File: src/rtl/ua_transmitter.sv
// ua_transmitter
// ----------------------------------------------------------------------------
// RS232/16550-style serial transmitter. A parallel word accepted over a
// ready/valid handshake is sent on SOut as one frame: a start bit (0), the
// data LSB first, an optional parity bit, then StopBits stop bits (1). The
// line idles high. Parameters match the team's UART receiver, so a pair with
// identical settings interoperates.
//
// Handshake: a word transfers on a rising edge where DataInValid and
// DataInReady are both high. DataInReady is high only in IDLE with Reset low.
// DataInValid without DataInReady is ignored and nothing is queued. DataIn is
// captured on the accepting edge, and later changes do not affect the frame.
//
// Ports:
//   Clock        in   system clock, rising edge
//   Reset        in   synchronous, active-high reset
//   DataIn       in   [Width-1:0] word to transmit
//   DataInValid  in   producer offers a word
//   DataInReady  out  transmitter accepts a word this cycle
//   SOut         out  serial line, driven straight from a flop
//   StateDbg     out  debug view of the FSM state (0 IDLE, 1 SEND)
// ----------------------------------------------------------------------------
module ua_transmitter #(
    parameter int ClockFreq = 27000000,
    parameter int Baud      = 115200,
    parameter int Width     = 8,
    parameter int Parity    = 0,  // 0 none, 1 even, 2 odd, 3 mark, 4 space
    parameter int StopBits  = 1
) (
    input  logic             Clock,
    input  logic             Reset,
    input  logic [Width-1:0] DataIn,
    input  logic             DataInValid,
    output logic             DataInReady,
    output logic             SOut,
    output logic             StateDbg
);

    localparam int Divisor   = ClockFreq / Baud;
    localparam int HasParity = (Parity != 0) ? 1 : 0;
    localparam int BitCount  = 1 + Width + HasParity + StopBits;
    localparam int DivW      = (Divisor > 1) ? $clog2(Divisor) : 1;
    localparam int BitW      = $clog2(BitCount + 1);

    typedef enum logic {
        ST_IDLE = 1'b0,
        ST_SEND = 1'b1
    } state_e;

    state_e              state_q, state_d;
    logic [DivW-1:0]     div_q, div_d;
    logic [BitW-1:0]     bit_q, bit_d;
    logic [BitCount-1:0] shift_q, shift_d;

    logic                parity_bit;
    logic [BitCount-1:0] frame_load;
    logic                div_wrap;

    // Parity is computed over the word as it is presented on the accepting edge.
    always_comb begin
        case (Parity)
            1:       parity_bit = ^DataIn;
            2:       parity_bit = ~^DataIn;
            3:       parity_bit = 1'b1;
            default: parity_bit = 1'b0;
        endcase
    end

    // Frame image, start bit in bit 0. The stop bits come from the all-ones
    // default, and the parity slot is present only when parity is enabled.
    always_comb begin
        frame_load           = '1;
        frame_load[0]        = 1'b0;
        frame_load[Width:1]  = DataIn;
        if (Parity != 0) begin
            frame_load[Width+1] = parity_bit;
        end
    end

    assign div_wrap = (div_q == DivW'(Divisor - 1));

    // State register
    always_ff @(posedge Clock) begin
        if (Reset) begin
            state_q <= ST_IDLE;
            div_q   <= '0;
            bit_q   <= '0;
            shift_q <= '1;
        end else begin
            state_q <= state_d;
            div_q   <= div_d;
            bit_q   <= bit_d;
            shift_q <= shift_d;
        end
    end

    // Next-state logic
    always_comb begin
        state_d = state_q;
        div_d   = div_q;
        bit_d   = bit_q;
        shift_d = shift_q;
        case (state_q)
            ST_IDLE: begin
                if (DataInValid && DataInReady) begin
                    shift_d = frame_load;
                    div_d   = '0;
                    bit_d   = '0;
                    state_d = ST_SEND;
                end
            end
            ST_SEND: begin
                if (div_wrap) begin
                    div_d   = '0;
                    // Shifting in ones means the register is all ones again
                    // once the last stop bit is gone, which keeps the idle
                    // line high without a separate output mux.
                    shift_d = {1'b1, shift_q[BitCount-1:1]};
                    bit_d   = bit_q + 1'b1;
                    if (bit_q == BitW'(BitCount - 1)) begin
                        state_d = ST_IDLE;
                    end
                end else begin
                    div_d = div_q + 1'b1;
                end
            end
            default: state_d = ST_IDLE;
        endcase
    end

    // Output logic
    always_comb begin
        DataInReady = (state_q == ST_IDLE) && !Reset;
        StateDbg    = (state_q == ST_SEND);
    end

    assign SOut = shift_q[0];

endmodule
File: config.mk
export PLATFORM = sky130hd
export DESIGN_NAME = ua_transmitter
export DESIGN_NICKNAME = d
export VERILOG_FILES = /design/src/rtl/ua_transmitter.sv
export SDC_FILE = /design/constraint.sdc
export NUM_CORES = 1
export LEC_CHECK = 0
export CORE_AREA = 10 10 59 61
export DETAILED_ROUTE_END_ITERATION = 6
export DIE_AREA = 0 0 69 71
export PLACE_DENSITY = 0.74
export SYNTH_ARGS = -nofsm -noshare
export SYNTH_HDL_FRONTEND = slang
export SYNTH_SLANG_ARGS = --single-unit
File: constraint.sdc
create_clock -name Clock -period 1.8 [get_ports Clock]
set_input_delay 0.27 -clock Clock [delete_from_list [all_inputs] [get_ports Clock]]
set_output_delay 0.27 -clock Clock [all_outputs]
set_load 0.005 [all_outputs]
==> results.py <==
metrics = {
    "place": {
        "pre_cts_slack_ns": 0.0534,
        "io_buffers": 13,
        "place_inst": 175,
        "place_area_sq_mm": 0.00137,
        "dpl.hpwl_mm": 1.72,
        "gp_congestion": 0.805,
    },
    "global_route": {
        "grtUsageTotal": 0.0902,
        "grt_busiest_layer": "met2",
        "overflow": 0,
        "met1_usage": 0.107,
        "use_met3": 0.0279,
        "met2_usage": 0.154,
        "antenna_found_initial": 0,
        "grt_first_pass_wirelength_mm": 3.93,
        "grt_pass1_vias": 897,
        "grt_max_degree": 23,
    },
    "status": {
        "status": "finished, final reports clean",
    },
    "detailed_routing": {
        "wl_per_cell_um": 12.7,
        "drt_wl_total_mm": 2.27,
        "drc": 0,
        "via_per_inst": 5.25,
        "via_count": 939,
        "drtIter0Drc": 53,
        "drtAntennaViolNets": 0,
        "drt-pass1-iter-count": 4,
    },
    "floorplan": {
        "core_region_area_sq_mm": 0.00239,
        "ioPinCount": 14,
        "die_w_um": 69,
        "die_area_sq_mm": 0.00490,
        "initial_utilization": 0.504,
        "fp.dieH_um": 71,
        "rows": 18,
    },
    "cts": {
        "cts_inserted_buffers": 3,
        "cts_root_buf": "clkbuf_4",
        "holdBufCountCts": 0,
        "htree_levels": 1,
        "cts_tree": "built",
        "clk_pin_slew_worst_paths_ns": 0.13,
        "cts.sinks": 22,
        "clock_latency_ns": 0.30,
        "clk_path_buf_depth": 2,
    },
    "yosys": {
        "synth_cell_type_count": 43,
        "synth_compound_area_frac": 0.235,
        "synth_seq_area_share": 0.366,
        "synthesis.nets": 147,
        "synth_xor_area_frac": 0.0291,
        "synth_ff_type": "dfxtp_1",
        "synth.largest_area_cell": "dfxtp_1",
        "synth-adder-area-share": 0.0416,
        "syn_inst": 132,
        "ys_warn_count": 0,
        "synth_area_leaders": "dfxtp_1 37%, a21oi_2 5.1%, a211oi_1 4.4%",
        "syn_area_sq_mm": 0.00120,
        "synth.top_cell.area_share": 0.366,
        "synth_simple_gate_area_frac": 0.265,
        "synth_top_family_by_area": "simple AND/OR/NAND/NOR gates",
        "ys_ff_latch": 22,
        "synth_mux_area_frac": 0.00832,
        "avgSynthCellArea_sq_um": 9.11,
        "async_flop_share": 0,
        "synth-edff-count": 0,
    },
    "worst_hold_path": {
        "hold_depth": 3,
        "hp-class": "in2reg",
        "hold_path_end": "div_q[0]$_SDFFE_PP0P_",
        "hp-start": "Reset",
    },
    "cells_and_area": {
        "final_design_area_no_fill_sq_mm": 0.00143,
        "num_antenna_cells": 0,
        "nNetsFinal": 165,
        "layout-drive-gt1-share": 0.188,
        "synthToLayoutAreaGrowth_pct": 18.8,
        "final_cells": 179,
        "mostFrequentLayoutCells": "21 x dfxtp_1, 13 x nor2_1, 12 x clkdlybuf4s50_1",
        "post-route-util": 0.599,
        "mostFrequentLayoutCell": "dfxtp_1",
    },
    "setup_path": {
        "r2r_cells": 5,
        "endpoint_kind": "flip-flop",
        "ff2ff_setup_slack_ns": 0.16,
        "crit_fanout": 17,
        "worst_r2r_endpoint": "shift_q[5]$_SDFFE_PP1P_",
        "worstReg2RegStart": "div_q[0]$_SDFFE_PP0P_",
        "crit_start": "div_q[0]$_SDFFE_PP0P_",
        "crit_arrival_ns": 1.89,
        "crit_path_start_kind": "flip-flop",
        "required_ns": 2.05,
        "crit_type": "reg2reg",
    },
    "power": {
        "p_total_mw": 1.03,
        "irDropWorstVdd_v": 0.000534,
        "powerDensity_mw_per_mm2": 724,
        "p_leak_nw": 0.553,
    },
    "timing": {
        "setup-violations-final": 0,
        "max-slew-margin-rel": 0.640,
        "setup_tns_ns": 0,
        "hold_violations": 0,
        "fmax_mhz": 610,
        "period_needed_ns": 1.64,
        "rsz0062_at_grt": "false",
        "skew_ns": 0.00417,
        "period_share": 0.911,
        "hold_ws_ns": 0.424,
        "drv_slew": 0,
        "tightest_slew_ns": 0.538,
        "setup_slack_ns": 0.161,
    },
    "run": {
        "drv_cap": 0,
    },
}
final cells by class:
class	instances	area, sq um
clock buffer	3	22.5
clock inverter	1	30.0
fill	221	958
inverter	6	22.5
multi-input combinational	98	697
sequential	22	442
tap	30	37.5
timing repair buffer	19	178
Yosys cell counts, types with 3 or more instances:
master,number
xnor2_1,3
a21oi_2,7
and2_1,8
o21ai_0,3
a21oi_1,3
inv_1,5
a211oi_1,7
nor3_1,10
dfxtp_1,22
ha_1,4
nor2_1,13
nand2_1,8
critical path, cell delays in order, from the launching register on:
cell	delay [ns]
dfxtp_1	0.41
ha_1	0.22
nand4b_4	0.20
o21bai_4	0.51
nor3_1	0.11
a21oi_2	0.13
cells by family after synthesis:
logic type,Yosys count
and+or+nand+nor,54
AOI/OAI and AO/OA,35
DFF,22
buffers and inverters,12
xor gates and xnor gates,4
adders and majority gates,4
muxes,1
per-layer routing:
| metal | part of all wire | wire (um) | vias to the layer above |
|---|---|---|---|
| met5 | 0 | 0 | - |
| met4 | 0.0040 | 9 | 0 |
| met3 | 0.052 | 118 | 2 |
| met2 | 0.46 | 1050 | 11 |
| met1 | 0.48 | 1100 | 424 |
| li1 | - | - | 502 |
how the worst max path moves through the flow:
| stage | slack [ns] | to | depth (start not counted) |
|---|---|---|---|
| 6_report | 0.16 | shift_q[5]$_SDFFE_PP1P_ | 5 |
| 5_1_grt | 0.02 | shift_q[4]$_SDFFE_PP1P_ | 5 |
| 4_1_cts | 0.01 | StateDbg | 1 |
| 3_5_place_dp | 0.05 | DataInReady | 3 |
| 3_3_place_gp | 0.06 | DataInReady | 3 |
| 2_1_floorplan | 0.46 | bit_q[1]$_SDFFE_PP0P_ | 5 |
flip-flops by register name (all words and copies together) (netlist names):
signal	count
shift_q	9
StateDbg	1
bit_q	4
div_q	8
report_power, final:
part | switching [mW] | internal (mW) | total (mW)
Combinational | 0.0607 | 0.0735 | 0.134
Clock | 0.156 | 0.225 | 0.381
Sequential | 0.0152 | 0.504 | 0.519
Total | 0.232 | 0.802 | 1.03
what timing repair did:
item | 4_1_cts | 5_1_grt
resized for setup | 0 | 2
setup endpoints to repair | 0 | 2
setup buffers | 0 | 0
(Power assumes the default switching activity.)
